$ cat src/rtl/op_dispatcher.sv
// op_dispatcher: queues 20-bit opcode entries and issues them one at a time to an executor
// using a Done handshake, with a programmable idle gap between consecutive issues.
// Ports:
//   clk_i           sole clock, rising edge
//   rst_ni          asynchronous active-low reset
//   load_en_i       push load_word_i into the queue (accepted in every state)
//   load_word_i     [19:16] op, [15:8] select/destination, [7:0] operand
//   start_i         begin dispatch from IDLE (ignored while busy)
//   abort_i         return to IDLE on the next edge, dropping the in-flight opcode
//   done_i          level completion flag from the executor
//   op_code_o       registered opcode presented to the executor, 0 when not issuing
//   busy_o          high in every state except IDLE
//   empty_o/full_o  queue occupancy flags
//   overflow_o      sticky: a push was attempted while full
//   issued_count_o  opcodes completed since reset, wrapping
module op_dispatcher #(
   parameter int Depth     = 16,
   parameter int GapCycles = 1
) (
   input  logic        clk_i,
   input  logic        rst_ni,
   input  logic        load_en_i,
   input  logic [19:0] load_word_i,
   input  logic        start_i,
   input  logic        abort_i,
   input  logic        done_i,
   output logic [19:0] op_code_o,
   output logic        busy_o,
   output logic        empty_o,
   output logic        full_o,
   output logic        overflow_o,
   output logic [7:0]  issued_count_o
);
   localparam int AW = (Depth > 1) ? $clog2(Depth) : 1;
   localparam int CW = $clog2(Depth + 1);
   typedef enum logic [2:0] {IDLE, FETCH, ISSUE, RELEASE, GAP} state_e;
   state_e      state_q, state_d;
   logic [19:0] mem_q [Depth];
   logic [AW-1:0] wr_ptr_q, rd_ptr_q;
   logic [CW-1:0] count_q;
   logic [19:0] op_code_q, op_code_d, head;
   logic [3:0]  gap_q, gap_d;
   logic [7:0]  issued_q, issued_d;
   logic        overflow_q, pop, push;
   assign head           = mem_q[rd_ptr_q];
   assign empty_o        = count_q == '0;
   assign full_o         = count_q == CW'(Depth);
   // A pop in the same cycle frees a slot, so a push while full still lands.
   assign push           = load_en_i & (~full_o | pop);
   assign busy_o         = state_q != IDLE;
   assign op_code_o      = op_code_q;
   assign overflow_o     = overflow_q;
   assign issued_count_o = issued_q;
   always_comb begin
      state_d   = state_q;
      op_code_d = '0;
      gap_d     = gap_q;
      issued_d  = issued_q;
      pop       = 1'b0;
      if (abort_i) begin
         state_d = IDLE;
      end else begin
         case (state_q)
            IDLE:    state_d = start_i ? FETCH : IDLE;
            FETCH: begin
               if (empty_o) begin
                  state_d = IDLE;
               end else begin
                  pop = 1'b1;
                  // op field 0 marks a halt entry: consumed but never driven
                  if (head[19:16] == 4'd0) begin
                     state_d = IDLE;
                  end else begin
                     state_d   = ISSUE;
                     op_code_d = head;
                  end
               end
            end
            ISSUE: begin
               if (done_i) begin
                  state_d  = RELEASE;
                  issued_d = issued_q + 8'd1;
               end else begin
                  op_code_d = op_code_q;
               end
            end
            RELEASE: begin
               if (!done_i) begin
                  state_d = GAP;
                  gap_d   = 4'(GapCycles - 1);
               end
            end
            GAP: begin
               state_d = (gap_q == 4'd0) ? FETCH : GAP;
               gap_d   = (gap_q == 4'd0) ? gap_q : gap_q - 4'd1;
            end
            default: state_d = IDLE;
         endcase
      end
   end
   always_ff @(posedge clk_i or negedge rst_ni) begin
      if (!rst_ni) begin
         state_q    <= IDLE;
         op_code_q  <= '0;
         gap_q      <= '0;
         issued_q   <= '0;
         overflow_q <= 1'b0;
         wr_ptr_q   <= '0;
         rd_ptr_q   <= '0;
         count_q    <= '0;
      end else begin
         state_q    <= state_d;
         op_code_q  <= op_code_d;
         gap_q      <= gap_d;
         issued_q   <= issued_d;
         overflow_q <= overflow_q | (load_en_i & full_o & ~pop);
         wr_ptr_q   <= push ? wr_ptr_q + AW'(1) : wr_ptr_q;
         rd_ptr_q   <= pop ? rd_ptr_q + AW'(1) : rd_ptr_q;
         count_q    <= count_q + CW'(push) - CW'(pop);
      end
   end
   // Storage needs no reset: the pointers and count define which words are live.
   always_ff @(posedge clk_i) begin
      if (push) mem_q[wr_ptr_q] <= load_word_i;
   end
endmodule

$ cat config.mk
export PLATFORM = sky130hd
export DESIGN_NAME = op_dispatcher
export DESIGN_NICKNAME = d
export VERILOG_FILES = /design/src/rtl/op_dispatcher.sv
export SDC_FILE = /design/constraint.sdc
export NUM_CORES = 1
export LEC_CHECK = 0
export CAP_MARGIN = 40
export CORE_AREA = 2 2 290 149
export DETAILED_ROUTE_END_ITERATION = 6
export DIE_AREA = 0 0 292 151
export PLACE_DENSITY_LB_ADDON = 0.15
export SYNTH_ARGS = -nofsm -noshare
export SYNTH_HDL_FRONTEND = slang
export SYNTH_SLANG_ARGS = --single-unit
$ cat constraint.sdc
create_clock -name clk_i -period 11.25 [get_ports clk_i]
set_input_delay 2.25 -clock clk_i [delete_from_list [all_inputs] [get_ports clk_i]]
set_output_delay 2.25 -clock clk_i [all_outputs]
set_load 0.02 [all_outputs]
==> metrics.log <==
INFO  metric run_status = completed
INFO  metric synth-compound-area-share = 0.0224
INFO  metric drt-pass1-iter-count = 5
INFO  metric gp_congestion = 0.787
INFO  metric initial_antenna_violation_count = 6
INFO  metric slew_viol_final = 0
INFO  metric placement_rows = 53
INFO  metric synth.area.mux_share = 0.157
INFO  metric synth_simple_gate_area_frac = 0.0277
INFO  metric ant_nets = 0
INFO  metric syn_avg_cell_area = 21.8 µm²
INFO  metric holdPathStages = 1
INFO  metric synth_ff_type = sky130_fd_sc_hd__edfxtp_1
INFO  metric rsz0062_at_grt = no
INFO  metric layout_min_cycle_time = 4.95 ns
INFO  metric max-clock-path-buffers = 3
INFO  metric worst_ep_required_time = 11.47 ns
INFO  metric p_switching = 1270 µW
INFO  metric synth_warnings = 0
INFO  metric setup-tns-final = 0 ns
INFO  metric worst_setup_path_start_kind = primary input
INFO  metric worst_ep_arrival_time = 5.17 ns
INFO  metric clock_sinks = 369
INFO  metric globalRouteOverflowTotal = 0
INFO  metric synthArstFlopShare = 0.133
INFO  metric crit_path_end_kind = flip-flop
INFO  metric seqPwrFrac = 0.438
INFO  metric post-route-drc-count = 0
INFO  metric hold_buffers = 0
INFO  metric finalHoldWorstSlack = 0.465 ns
INFO  metric grt_pass1_wl = 51900 µm
INFO  metric cts_made_buffers = 35
INFO  metric criticalPathCategory = primary input to flip-flop
INFO  metric placement.io_buffers = 57
INFO  metric via_per_inst = 5.26
INFO  metric clock_latency = 0.52 ns
INFO  metric clock_power_share = 0.277
INFO  metric syn_area = 14400 µm²
INFO  metric cap_violations = 0
INFO  metric cp_max_fo = 11
INFO  metric sequential_to_total_area_share_from_yosys_stat = 0.754
INFO  metric timing_worst_slew_pin_value = 0.894 ns
INFO  metric synthesis.nets = 699
INFO  metric grt_start_max_net_pins = 50
INFO  metric cts-root-buf = sky130_fd_sc_hd__clkbuf_16
INFO  metric hold_viol_final = 0
INFO  metric die-width = 292 µm
INFO  metric number_of_flops_mapped_to_enable_cells_by_yosys = 320
INFO  metric layout-drive-gt1-share = 0.234
INFO  metric int_power = 2800 µW
INFO  metric synth_seq_cells = 369
INFO  metric fp.dieArea = 44100 µm²
INFO  metric total_number_of_nets_in_the_final_design = 789
INFO  metric finClkSkew = 0.0208 ns
INFO  metric min-delay-path-class = flip-flop to flip-flop
INFO  metric post_cts.resized_instances = 0
INFO  metric clk_transition_reported_paths = 0.06 ns
INFO  metric cts_htree_levels = 2
INFO  metric power_per_cell_area = 241 nW/µm²
INFO  metric synth_xor_area_frac = 0.0104
INFO  metric drtIter0Drc = 824
INFO  metric number_of_buffers_inserted_to_repair_setup_after_cts = 0
INFO  metric die_h = 151 µm
INFO  metric period_share = 0.440
INFO  metric tritoncts = yes
INFO  metric worst-r2r-cell-count = 7
INFO  metric dp_hpwl = 25200 µm
INFO  metric largest_family_of_logic_cells_by_synthesized_area = multiplexers
INFO  metric ioPinCount = 58
INFO  metric combinationalPowerShare = 0.285
INFO  metric drt-wirelength-per-cell = 27.5 µm
INFO  metric finalSetupViolCount = 0
INFO  metric leakage = 0.00551 µW
INFO  metric synthToLayoutAreaGrowth = 17.6%
INFO  metric fraction_of_power_spent_switching_nets = 0.312
INFO  metric vdd_ir_drop_max = 0.104 mV
INFO  metric via_count = 6970
INFO  metric synth_adder_area_share = 0.0127
INFO  metric routed_wirelength = 36400 µm
INFO  metric gr-usage-all-layers = 0.169
INFO  metric slew_headroom = 0.402
INFO  metric clock.fmax = 202 MHz
INFO  metric floorplan.initialDensity = 0.347
INFO  metric synth.distinct_cells = 48
INFO  metric netlist_instances = 659
INFO  metric core-area = 41400 µm²
INFO  metric grt_pass1_vias = 6994
path summary, 6_finish.rpt:
check | start | end | slack [ns]
setup / recovery | abort_i | mem_q[9][6] | 6.30
hold / removal | issued_count_o[7] | issued_count_o[7] | 0.47
setup reg to reg | rd_ptr_q[0] | op_code_o[15] | 7.43
hold reg to reg | issued_count_o[7] | issued_count_o[7] | 0.47
max in group asynchronous | rst_ni | rd_ptr_q[0] | 8.82
min in group asynchronous | rst_ni | gap_q[3] | 1.85
registers in the layout, indices dropped and copies added (netlist names):
| register | count |
|---|---|
| state_q | 3 |
| rd_ptr_q | 4 |
| op_code_o | 20 |
| issued_count_o | 8 |
| mem_q | 320 |
| wr_ptr_q | 4 |
| count_q | 5 |
| gap_q | 4 |
| overflow_o | 1 |
cell usage in the layout (no fill, tap or decap), drive strengths merged, types with 2 or more instances in the layout:
cell,synthesis,final
nor2b,4,4
nand4,4,4
ha,13,13
nor4bb,2,2
nand3,8,8
nor2,10,10
nand2b,2,2
a22oi,3,3
dfrtp,49,49
nor4,4,4
diode,0,2
buf,21,28
a21oi,3,3
o21bai,2,2
o21ai,7,7
clkbuf,11,43
nor3b,2,2
xor2,4,4
and3,2,2
and2,8,8
mux2i,5,5
clkdlybuf4s50,0,56
or3,2,2
edfxtp,320,320
nand2,12,12
nor3,4,4
inv,13,14
a22o,20,20
clkinv,0,13
mux4,96,96
bufinv,0,2
xnor2,13,13
clkinvlp,0,3
power by group through the flow:
stage | Sequential (µW) | Combinational [µW] | Clock [µW]
after floorplan | 1750 | 756 | 0
after global placement | 1810 | 1150 | 0
after detailed placement | 1810 | 1170 | 0
after CTS | 1790 | 1180 | 1160
after global routing | 1800 | 1240 | 1210
final | 1780 | 1160 | 1130
cells in the mapped netlist, types with 7 or more instances:
master                     number  area share
sky130_fd_sc_hd__buf_1          8      0.0021
sky130_fd_sc_hd__ha_1          13       0.011
sky130_fd_sc_hd__mux4_2        88        0.14
sky130_fd_sc_hd__mux4_1         8       0.015
sky130_fd_sc_hd__nand3_1        8      0.0028
sky130_fd_sc_hd__nand2_1       12      0.0031
sky130_fd_sc_hd__dfrtp_1       49       0.085
sky130_fd_sc_hd__a22o_1        20       0.012
sky130_fd_sc_hd__xnor2_1       13      0.0079
sky130_fd_sc_hd__nor2_1        10      0.0026
sky130_fd_sc_hd__edfxtp_1     320        0.67
sky130_fd_sc_hd__and2_1         8      0.0035
sky130_fd_sc_hd__o21ai_0        7      0.0024
sky130_fd_sc_hd__clkbuf_1      11      0.0029
sky130_fd_sc_hd__inv_1         13      0.0034
sky130_fd_sc_hd__buf_2          8      0.0028
stage by stage:
stage                     cell area (µm²)  instances   util  power [µW]  worst slack [ns]
after CTS                           16900       1323  0.407        4120              6.33
final                               16900       1326  0.408        4070              6.30
after global placement              15600       1246  0.376        2950              5.61
after floorplan                     14400        659      -        2500              5.50
after global routing                16900       1324  0.408        4250              6.05
after detailed placement            15800       1261  0.382        2990              5.75
layout make-up:
cell class	instances	area [µm²]
repair buffers	85	905
flip-flops and latches	369	10800
multi-input cells	245	3350
well taps	550	688
clock buffers	43	906
fillers	3607	24500
inverters	13	48.8
clock inverters	19	153
diodes	2	5.00
critical path, stage by stage:
cell and delay (ns):
sky130_fd_sc_hd__clkdlybuf4s50_1 0.55, sky130_fd_sc_hd__nor2_1 0.23, sky130_fd_sc_hd__nand4bb_1 0.29, sky130_fd_sc_hd__a21boi_1 0.68, sky130_fd_sc_hd__nand3b_1 0.32, sky130_fd_sc_hd__nor2_2 0.59, sky130_fd_sc_hd__buf_8 0.24
logic make-up (layout without fill, tap and decap cells):
| family | Yosys count | in the layout |
|---|---|---|
| mux | 102 | 102 |
| compound gates | 42 | 42 |
| fa+ha+maj | 14 | 14 |
| simple gates | 70 | 70 |
| buf+inv | 45 | 160 |
| flops | 369 | 369 |
| other cells | 0 | 2 |
| xor+xnor | 17 | 17 |
per-layer routing:
metal  global-route usage  vias up  routed length (µm)
met2                0.217      241               14200
met4               0.0271        0                 372
met1                0.269     3772               17900
li1                     -     2919                   -
met3               0.0616       38                3990
met5                    0        -                   0
(Power assumes the default switching activity.)
